<file path="src/rtl/uart_frac_baud_gen.sv">
// Fractional baud-rate generator: oversample, bit and mid-bit ticks from a
// runtime-loadable integer.fraction divisor. The fractional part is spread by
// an accumulator whose carry stretches the next oversample period by one clock,
// so the long-term average period is exact and never drifts.
module uart_frac_baud_gen #(
  parameter int DIV_INT_WIDTH    = 16,
  parameter int DIV_FRAC_WIDTH   = 4,
  parameter int OVERSAMPLE       = 16,
  parameter int DEFAULT_DIV_INT  = 27,
  parameter int DEFAULT_DIV_FRAC = 2
) (
  input  logic                          clk,
  input  logic                          rst_n,
  input  logic                          en,
  input  logic [DIV_INT_WIDTH-1:0]      div_int,
  input  logic [DIV_FRAC_WIDTH-1:0]     div_frac,
  input  logic                          div_load,
  input  logic                          phase_clr,
  output logic                          baud_tick_os,
  output logic                          baud_tick,
  output logic                          mid_tick,
  output logic [$clog2(OVERSAMPLE)-1:0] os_index,
  output logic                          div_busy
);

  localparam int OS_W = $clog2(OVERSAMPLE);
  localparam logic [OS_W-1:0] OS_LAST = OS_W'(OVERSAMPLE - 1);
  localparam logic [OS_W-1:0] OS_MID  = OS_W'(OVERSAMPLE / 2);

  logic [DIV_INT_WIDTH-1:0]  r_cnt;
  logic [DIV_FRAC_WIDTH-1:0] r_acc;
  logic                      r_carry;
  logic [OS_W-1:0]           r_os_idx;
  logic [DIV_INT_WIDTH-1:0]  r_int_act;
  logic [DIV_FRAC_WIDTH-1:0] r_frac_act;
  logic [DIV_INT_WIDTH-1:0]  r_int_pend;
  logic [DIV_FRAC_WIDTH-1:0] r_frac_pend;
  logic                      r_busy;
  logic                      r_tick_os;
  logic                      r_tick;
  logic                      r_mid;

  logic [DIV_INT_WIDTH-1:0]  w_int_eff;
  logic [DIV_INT_WIDTH:0]    w_period_m1;
  logic                      w_wrap;
  logic                      w_emit;
  logic [DIV_FRAC_WIDTH:0]   w_acc_sum;
  logic [OS_W-1:0]           w_os_next;
  logic                      w_activate;

  // A zero divisor behaves as one; the carry from the last wrap adds a clock.
  assign w_int_eff   = (r_int_act == '0) ? DIV_INT_WIDTH'(1) : r_int_act;
  assign w_period_m1 = {1'b0, w_int_eff - DIV_INT_WIDTH'(1)} + {{DIV_INT_WIDTH{1'b0}}, r_carry};
  // >= rather than == so a divisor shrunk while frozen mid-period still wraps.
  assign w_wrap      = en & ({1'b0, r_cnt} >= w_period_m1);
  assign w_emit      = w_wrap & ~phase_clr;
  assign w_acc_sum   = {1'b0, r_acc} + {1'b0, r_frac_act};
  assign w_os_next   = r_os_idx + OS_W'(1);
  // Pending divisor takes over at a period boundary, when frozen, or on realign.
  assign w_activate  = r_busy & (w_wrap | ~en | phase_clr);

  // Phase state: period counter, fractional accumulator and oversample slot.
  always_ff @(posedge clk or negedge rst_n) begin
    if (!rst_n) begin
      r_cnt    <= '0;
      r_acc    <= '0;
      r_carry  <= 1'b0;
      r_os_idx <= '0;
    end else if (phase_clr) begin
      r_cnt    <= '0;
      r_acc    <= '0;
      r_carry  <= 1'b0;
      r_os_idx <= '0;
    end else if (w_wrap) begin
      r_cnt            <= '0;
      {r_carry, r_acc} <= w_acc_sum;
      r_os_idx         <= w_os_next;
    end else if (en) begin
      r_cnt <= r_cnt + DIV_INT_WIDTH'(1);
    end
  end

  // Registered tick pulses, one cycle after the wrap edge.
  always_ff @(posedge clk or negedge rst_n) begin
    if (!rst_n) begin
      r_tick_os <= 1'b0;
      r_tick    <= 1'b0;
      r_mid     <= 1'b0;
    end else begin
      r_tick_os <= w_emit;
      r_tick    <= w_emit & (r_os_idx == OS_LAST);
      r_mid     <= w_emit & (w_os_next == OS_MID);
    end
  end

  // Divisor capture (pending) and hand-over to the active divisor.
  always_ff @(posedge clk or negedge rst_n) begin
    if (!rst_n) begin
      r_int_act   <= DIV_INT_WIDTH'(DEFAULT_DIV_INT);
      r_frac_act  <= DIV_FRAC_WIDTH'(DEFAULT_DIV_FRAC);
      r_int_pend  <= DIV_INT_WIDTH'(DEFAULT_DIV_INT);
      r_frac_pend <= DIV_FRAC_WIDTH'(DEFAULT_DIV_FRAC);
      r_busy      <= 1'b0;
    end else if (div_load && phase_clr) begin
      r_int_act   <= div_int;
      r_frac_act  <= div_frac;
      r_int_pend  <= div_int;
      r_frac_pend <= div_frac;
      r_busy      <= 1'b0;
    end else begin
      if (w_activate) begin
        r_int_act  <= r_int_pend;
        r_frac_act <= r_frac_pend;
      end
      if (div_load) begin
        r_int_pend  <= div_int;
        r_frac_pend <= div_frac;
        r_busy      <= 1'b1;
      end else if (w_activate) begin
        r_busy <= 1'b0;
      end
    end
  end

  assign baud_tick_os = r_tick_os;
  assign baud_tick    = r_tick;
  assign mid_tick     = r_mid;
  assign os_index     = r_os_idx;
  assign div_busy     = r_busy;

endmodule

</file>
<file path="config.mk">
export PLATFORM = sky130hd
export DESIGN_NAME = uart_frac_baud_gen
export DESIGN_NICKNAME = d
export VERILOG_FILES = /design/src/rtl/uart_frac_baud_gen.sv
export SDC_FILE = /design/constraint.sdc
export NUM_CORES = 1
export LEC_CHECK = 0
export CORE_MARGIN = 5
export CORE_UTILIZATION = 40
export DETAILED_ROUTE_END_ITERATION = 12
export PLACE_DENSITY = 0.68
export REMOVE_ABC_BUFFERS = 1
export SYNTH_ARGS = -nofsm -noshare
export SYNTH_HDL_FRONTEND = slang
export SYNTH_SLANG_ARGS = --single-unit
</file>
<file path="constraint.sdc">
create_clock -name clk -period 8.3 [get_ports clk]
set_input_delay 1.66 -clock clk [delete_from_list [all_inputs] [get_ports clk]]
set_output_delay 1.66 -clock clk [all_outputs]
set_load 0.02 [all_outputs]
</file>
==> results of run 1 <==
-- routing by layer --
metal	vias up	part of all wire, %
li1	1858	-
met1	1801	47
met2	74	48
met3	16	3.7
met4	0	1.3
met5	-	0
-- sequential cells by signal, summed over array words and instances, names as in the netlist --
name and count:
r_int_act 16, r_carry 1, baud_tick 1, r_frac_act 4, r_frac_pend 4, mid_tick 1, baud_tick_os 1, r_acc 4
r_cnt 16, r_int_pend 16, os_index 4, div_busy 1
-- cells in the final DEF (no fill, tap or decap), drive strengths merged, types with 11 or more instances in the layout --
cell	synthesis	layout
or2	12	12
clkbuf	17	12
nand2	55	55
mux2	21	21
o221a	20	20
ha	26	26
clkdlybuf4s50	0	31
o21ai	19	19
dfrtp	59	59
nand3	22	22
xnor2	11	11
nor2	33	33
-- per-stage QoR --
step	setup WS [ns]	power [W]	area (um^2)
after detailed placement	2.07	0.000574	5030
after CTS	2.02	0.000939	5310
after floorplan	2.77	0.000509	4500
after global placement	2.28	0.000568	5030
after global routing	1.59	0.000981	5310
final	2.02	0.000925	5310
-- power by group through the flow --
stage               registers [W]  logic, W  clock network, W
finish                   0.000408  0.000159          0.000358
global route             0.000414  0.000179          0.000388
CTS                      0.000408  0.000161          0.000370
detailed placement       0.000414  0.000160                 0
global placement         0.000412  0.000156                 0
floorplan                0.000403  0.000106                 0
-- path summary, 6_finish.rpt --
kind	start	end	cells past startpoint
min in group asynchronous	rst_n	r_int_pend[2]	2
min	r_frac_pend[0]	r_frac_pend[0]	1
max	r_int_act[8]	r_int_act[13]	18
max reg2reg	r_int_act[8]	r_int_act[13]	18
min reg2reg	r_frac_pend[0]	r_frac_pend[0]	1
max in group asynchronous	rst_n	r_cnt[12]	2
-- kinds of logic (layout without fill, tap and decap cells) --
family	after synthesis	count (layout)	share of synthesized area [%]
buffers and inverters	40	61	4.08
adders and majority gates	27	27	7.41
AOI/OAI and AO/OA	103	103	17.7
xor gates and xnor gates	21	21	3.95
and+or+nand+nor	196	196	22.3
DFF	69	69	37.3
muxes	31	31	7.22
-- final cells by class --
class                   count  area (um^2)
fillers                  1094         6110
multi-input cells         378         2730
flip-flops and latches     69         1740
repair buffers             37          353
clock buffers              12          256
well taps                 143          179
inverters                   8         30.0
clock inverters             4         22.5
==> run summary, run 1 <==
Status: completed
Post-synth top area share: 31.7%
Vias in the first global route: 3759
Initial Util: 40.8%
Tmin final: 6.28 ns
Vias: 3749
Required time of the critical path: 8.57 ns
CP Data Arrival Time: 6.55 ns
Fin util: 46.5%
Post-CTS Setup Inserts: 0
Hold WC Path Type: reg -> reg
Largest net degree at the start of global routing: 70
Ports: 33
Switch Pwr: 0.000262 W
R2R Setup Slk: 2.02 ns
Final non-filler cell total: 651
Max_cap viols: 0
Drt first pass iters: 4
Synth unique cells: 66
Hold slack: 0.517 ns
DIE WIDTH: 118 um
Final ANT Viol Nets: 0
Commonest cells post-synth: dfrtp_1 (59), nand2_1 (55), nor2_1 (33), ha_1 (26), nand3_1 (22)
VDD IR-drop max: 0.000158 V
Antenna violations before repair: 0
Clock Pin Slew Worst Setup and Hold Paths: 0.06 ns
Core Region: 11400 um^2
RSZ-0062 raised after global routing: no
Clock power share: 38.7%
Register area share after synthesis: 37.3%
Clock Skew: 0.00684 ns
Clock sinks: 69
DRC viols: 0
Most used flip-flop cell after synthesis: dfrtp_1
Met2 Resource Use GR: 26.7%
# setup viols final: 0
Dpl hpwl: 7540 um
Least-Margin Pin Slew: 0.879 ns
Most numerous cell in the Yosys netlist: dfrtp_1
P_int: 0.000664 W
Slew Limit Fails: 0
Leak: 2.17 nW
CTS tree: built
Critical path's top delay family: simple AND/OR/NAND/NOR gates
PwrDens: 174 nW/um^2
Max stage delay cell, worst path: nor4_2
Placed insts: 635
Biggest cell delay along the critical path: 0.79 ns
Final hold vios: 0
P&R area growth vs syn: 14.0%
Gate power share: 17.2%
Met3 usage: 3.75%
Max-slew headroom: 41.4%
Wire per inst: 16.5 um
Gr ovfl total: 0
Top Usage Layer GRT: met2
Worst Path Max Fanout: 13
Fraction of registers with async set/reset: 100%
Kind of critical path: reg -> reg
Die area: 13900 um^2
Crit end category: flip-flop
Routed vias/inst: 5.76
CTS buffer count: 9
Fmax achieved: 159 MHz
Final TNS setup: 0 ns
Synth Instances: 487
GPL Wtd Cong: 0.883
Grt met1 use: 20.5%
Seq pwr share: 44.1%
Total Wirelength: 10700 um
Die Height: 118 um
Total track usage: 16.2%
Post-CTS Resized: 0
Mapped cell area: 4660 um^2
Num rows: 39
Iter 0 DRT Violations: 164
H-tree level count: 3
Worst-Skew Late Latency: 0.34 ns
Port Buf Inserts: 32
Fin crit share: 75.7%
Area leader, netlist: dfrtp_1
CTS root buffer: clkbuf_16
Layout Nets: 555
CTS Buffer Depth: 2
Share of post-route cells with drive strength above 1: 15.0%
ANT cells: 0
Synth top area cells: dfrtp_1 (32%), ha_1 (7.0%), dfstp_2 (5.6%)
Synthesized area per cell: 9.57 um^2
Global-route wire length before repair: 18500 um
Crit-path cells: nor4_2 -> a41oi_1 -> ha_1 -> xor2_1 -> and3_1 -> o21ai_0 -> or3_1 -> nand2b_1 -> mux2i_1 -> xnor2_1 -> ha_1 -> and4_1 -> a2111o_1 -> a311oi_1 -> a21oi_1 -> o22a_1 -> nand2b_1 -> o221a_1
YS warnings: 0
CP Launch Type: flip-flop
FF+latch count, synth: 69
CP Buf/Inv Count: 0
Post-synth EDFFs: 0
Sw Share: 28.3%
Hold buffer count at cts: 0
(Power assumes the default switching activity.)
==> run 2: changes to the inputs <==
--- a/config.mk
+++ b/config.mk
@@ -8,7 +8,7 @@
 export CORE_MARGIN = 5
 export CORE_UTILIZATION = 40
 export DETAILED_ROUTE_END_ITERATION = 12
-export PLACE_DENSITY = 0.68
+export PLACE_DENSITY = 0.7
 export REMOVE_ABC_BUFFERS = 1
 export SYNTH_ARGS = -nofsm -noshare
 export SYNTH_HDL_FRONTEND = slang
==> constraint.sdc (replaced) <==
create_clock -name clk -period 5.1 [get_ports clk]
set_input_delay 1.02 -clock clk [delete_from_list [all_inputs] [get_ports clk]]
set_output_delay 1.02 -clock clk [all_outputs]
set_load 0.02 [all_outputs]
==> run 2 against run 1 <==
Routed wire length grew 7.0%; highest routed layer unchanged; final area increased by 8.5%; die area stayed put; critical endpoint is now r_int_act[12].
==> run summary, run 2 (synthesized netlist as in run 1, its figures left out) <==
DRC viols: 0 (unchanged)
Critical path's top delay family: compound AO/OA/AOI/OAI gates
Max stage delay cell, worst path: or4_1
Slew Limit Fails: 0 (unchanged)
Worst Path Max Fanout: 10 (-3)
CP Launch Type: flip-flop
Most frequent cells in the layout: dfrtp_1 (59), nand2_1 (55), buf_4 (36), nor2_1 (32), clkdlybuf4s50_1 (31)
RSZ-0062 raised after global routing: yes
Share of post-route cells with drive strength above 1: 24.3% (+9.3 points)
H-tree level count: 3 (unchanged)
Critical path's most frequent cell: buf_4
Leak: 2.41 nW (+11%)
Core Region: 11400 um^2 (unchanged)
Clock Pin Slew Worst Setup and Hold Paths: 0.06 ns (about the same)
CTS root buffer: clkbuf_16
Total track usage: 16.0% (-0.18 points)
Iter 0 DRT Violations: 287 (+75%)
Fin crit share: 98.3% (+23 points)
Final hold vios: 0 (unchanged)
CP Buf/Inv Count: 2 (+2)
Max_cap viols: 0 (unchanged)
CTS tree: built
Wire per inst: 16.7 um (+1.5%)
Final ANT Viol Nets: 0 (unchanged)
CTS Buffer Depth: 2 (unchanged)
Hold WC Path Type: reg -> reg
CTS buffer count: 9 (unchanged)
Ports: 33 (unchanged)
Crit end category: flip-flop
Num rows: 39 (unchanged)
Die area: 13900 um^2 (unchanged)
Fin util: 50.5% (+3.9 points)
Biggest cell delay along the critical path: 0.70 ns (-0.09 ns)
PwrDens: 292 nW/um^2 (+67%)
Fmax achieved: 199 MHz (+25%)
Vias in the first global route: 3928 (+4.5%)
# setup viols final: 0 (unchanged)
P&R area growth vs syn: 23.6%
Dpl hpwl: 7890 um (+4.7%)
Clock sinks: 69 (unchanged)
Hold buffer count at cts: 0 (unchanged)
Die Height: 118 um (unchanged)
Routed vias/inst: 5.86 (+1.7%)
Clock Skew: 0.00789 ns (+0.00106 ns)
Hold slack: 0.514 ns (-0.00293 ns)
DIE WIDTH: 118 um (unchanged)
Status: completed
GPL Wtd Cong: 0.848 (-4.0%)
Total Wirelength: 11500 um (+7.0%)
Tmin final: 5.01 ns (-1.27 ns)
Kind of critical path: reg -> reg
Vias: 4019 (+7.2%)
VDD IR-drop max: 0.000169 V (+7.1%)
Initial Util: 40.8% (unchanged)
Global-route wire length before repair: 18800 um (+1.8%)
Antenna violations before repair: 0 (unchanged)
Most common cell after layout, fill and taps aside: dfrtp_1
CP Data Arrival Time: 5.24 ns (-1.31 ns)
Port Buf Inserts: 32 (unchanged)
Least-Margin Pin Slew: 0.779 ns (-0.100 ns)
Max-slew headroom: 48.1% (+6.7 points)
Layout Nets: 590 (+6.3%)
Top flop regs: r_cnt: 16 flops, r_int_act: 16 flops, r_int_pend: 16 flops
Worst-Skew Late Latency: 0.33 ns (about the same)
Required time of the critical path: 5.32 ns (-3.25 ns)
Drt first pass iters: 4 (unchanged)
Largest net degree at the start of global routing: 36 (-49%)
Crit-path cells: buf_4 -> or4_1 -> a211oi_2 -> mux2i_1 -> or2_2 -> nand2b_4 -> mux2i_2 -> xnor2_1 -> ha_1 -> and4_4 -> a2111o_1 -> a311oi_2 -> a21oi_2 -> buf_4 -> o22a_4 -> a21bo_4 -> o221a_1
ANT cells: 0 (unchanged)
Gr ovfl total: 0 (unchanged)
## run 2: cell types whose count changed in the layout (fill, tap and decap cells not counted), sizes merged
cell	previous run	this run
clkbuf	12	11
inv	8	9
a21bo	1	3
bufinv	0	2
o22a	1	2
clkinv	3	1
buf	6	38
## run 2: area by class of cell
type                       instances  area [um^2]
multi-input combinational        381         2880
clock buffer                      11          253
timing repair buffer              69          606
fill                            1072         5660
inverter                           8         30.0
tap                              143          179
clock inverter                     5         81.3
sequential                        69         1740
## run 2: final timing paths
kind,startpoint,to,slack (ns),cells after the start
min in group asynchronous,rst_n,r_frac_pend[3],0.77,1
max reg2reg,r_int_act[0],r_int_act[12],0.09,17
max,r_int_act[0],r_int_act[12],0.09,17
min reg2reg,r_int_pend[2],r_int_pend[2],0.51,1
min,r_int_pend[2],r_int_pend[2],0.51,1
max in group asynchronous,rst_n,r_int_pend[0],3.38,2
## run 2: per-stage QoR
step	area [um^2]	setup TNS (ns)	cells	power, W	worst slack (ns)
2_1_floorplan	4500	-9.63	455	0.000829	-0.434
3_3_place_gp	5270	0	665	0.000956	0.0966
3_5_place_dp	5270	-1.33	665	0.000970	-0.0857
4_1_cts	5630	0	682	0.00168	0.0752
5_1_grt	5760	-1.18	686	0.00176	-0.0692
6_report	5760	0	686	0.00168	0.0855
## run 2: power breakdown
part | switching [W] | internal, W
registers | 0.0000374 | 0.000599
logic | 0.000180 | 0.000168
clock network | 0.000240 | 0.000456
total | 0.000457 | 0.00122
## run 2: metal layers
| metal | vias to the layer above | part of all wire [%] | track usage (%) |
|---|---|---|---|
| met5 | - | 0 | 0 |
| met4 | 0 | 2.0 | 6.31 |
| met3 | 23 | 4.3 | 2.88 |
| met2 | 114 | 49 | 26.6 |
| met1 | 1959 | 45 | 20.5 |
| li1 | 1923 | - | - |
## run 2: what timing repair did
action,in CTS,in global routing
pin swaps,0,15
gates cloned,1,2
setup endpoints to repair,28,46
endpoints found under the hold margin,0,0
setup buffers,0,2
resized for setup,5,20
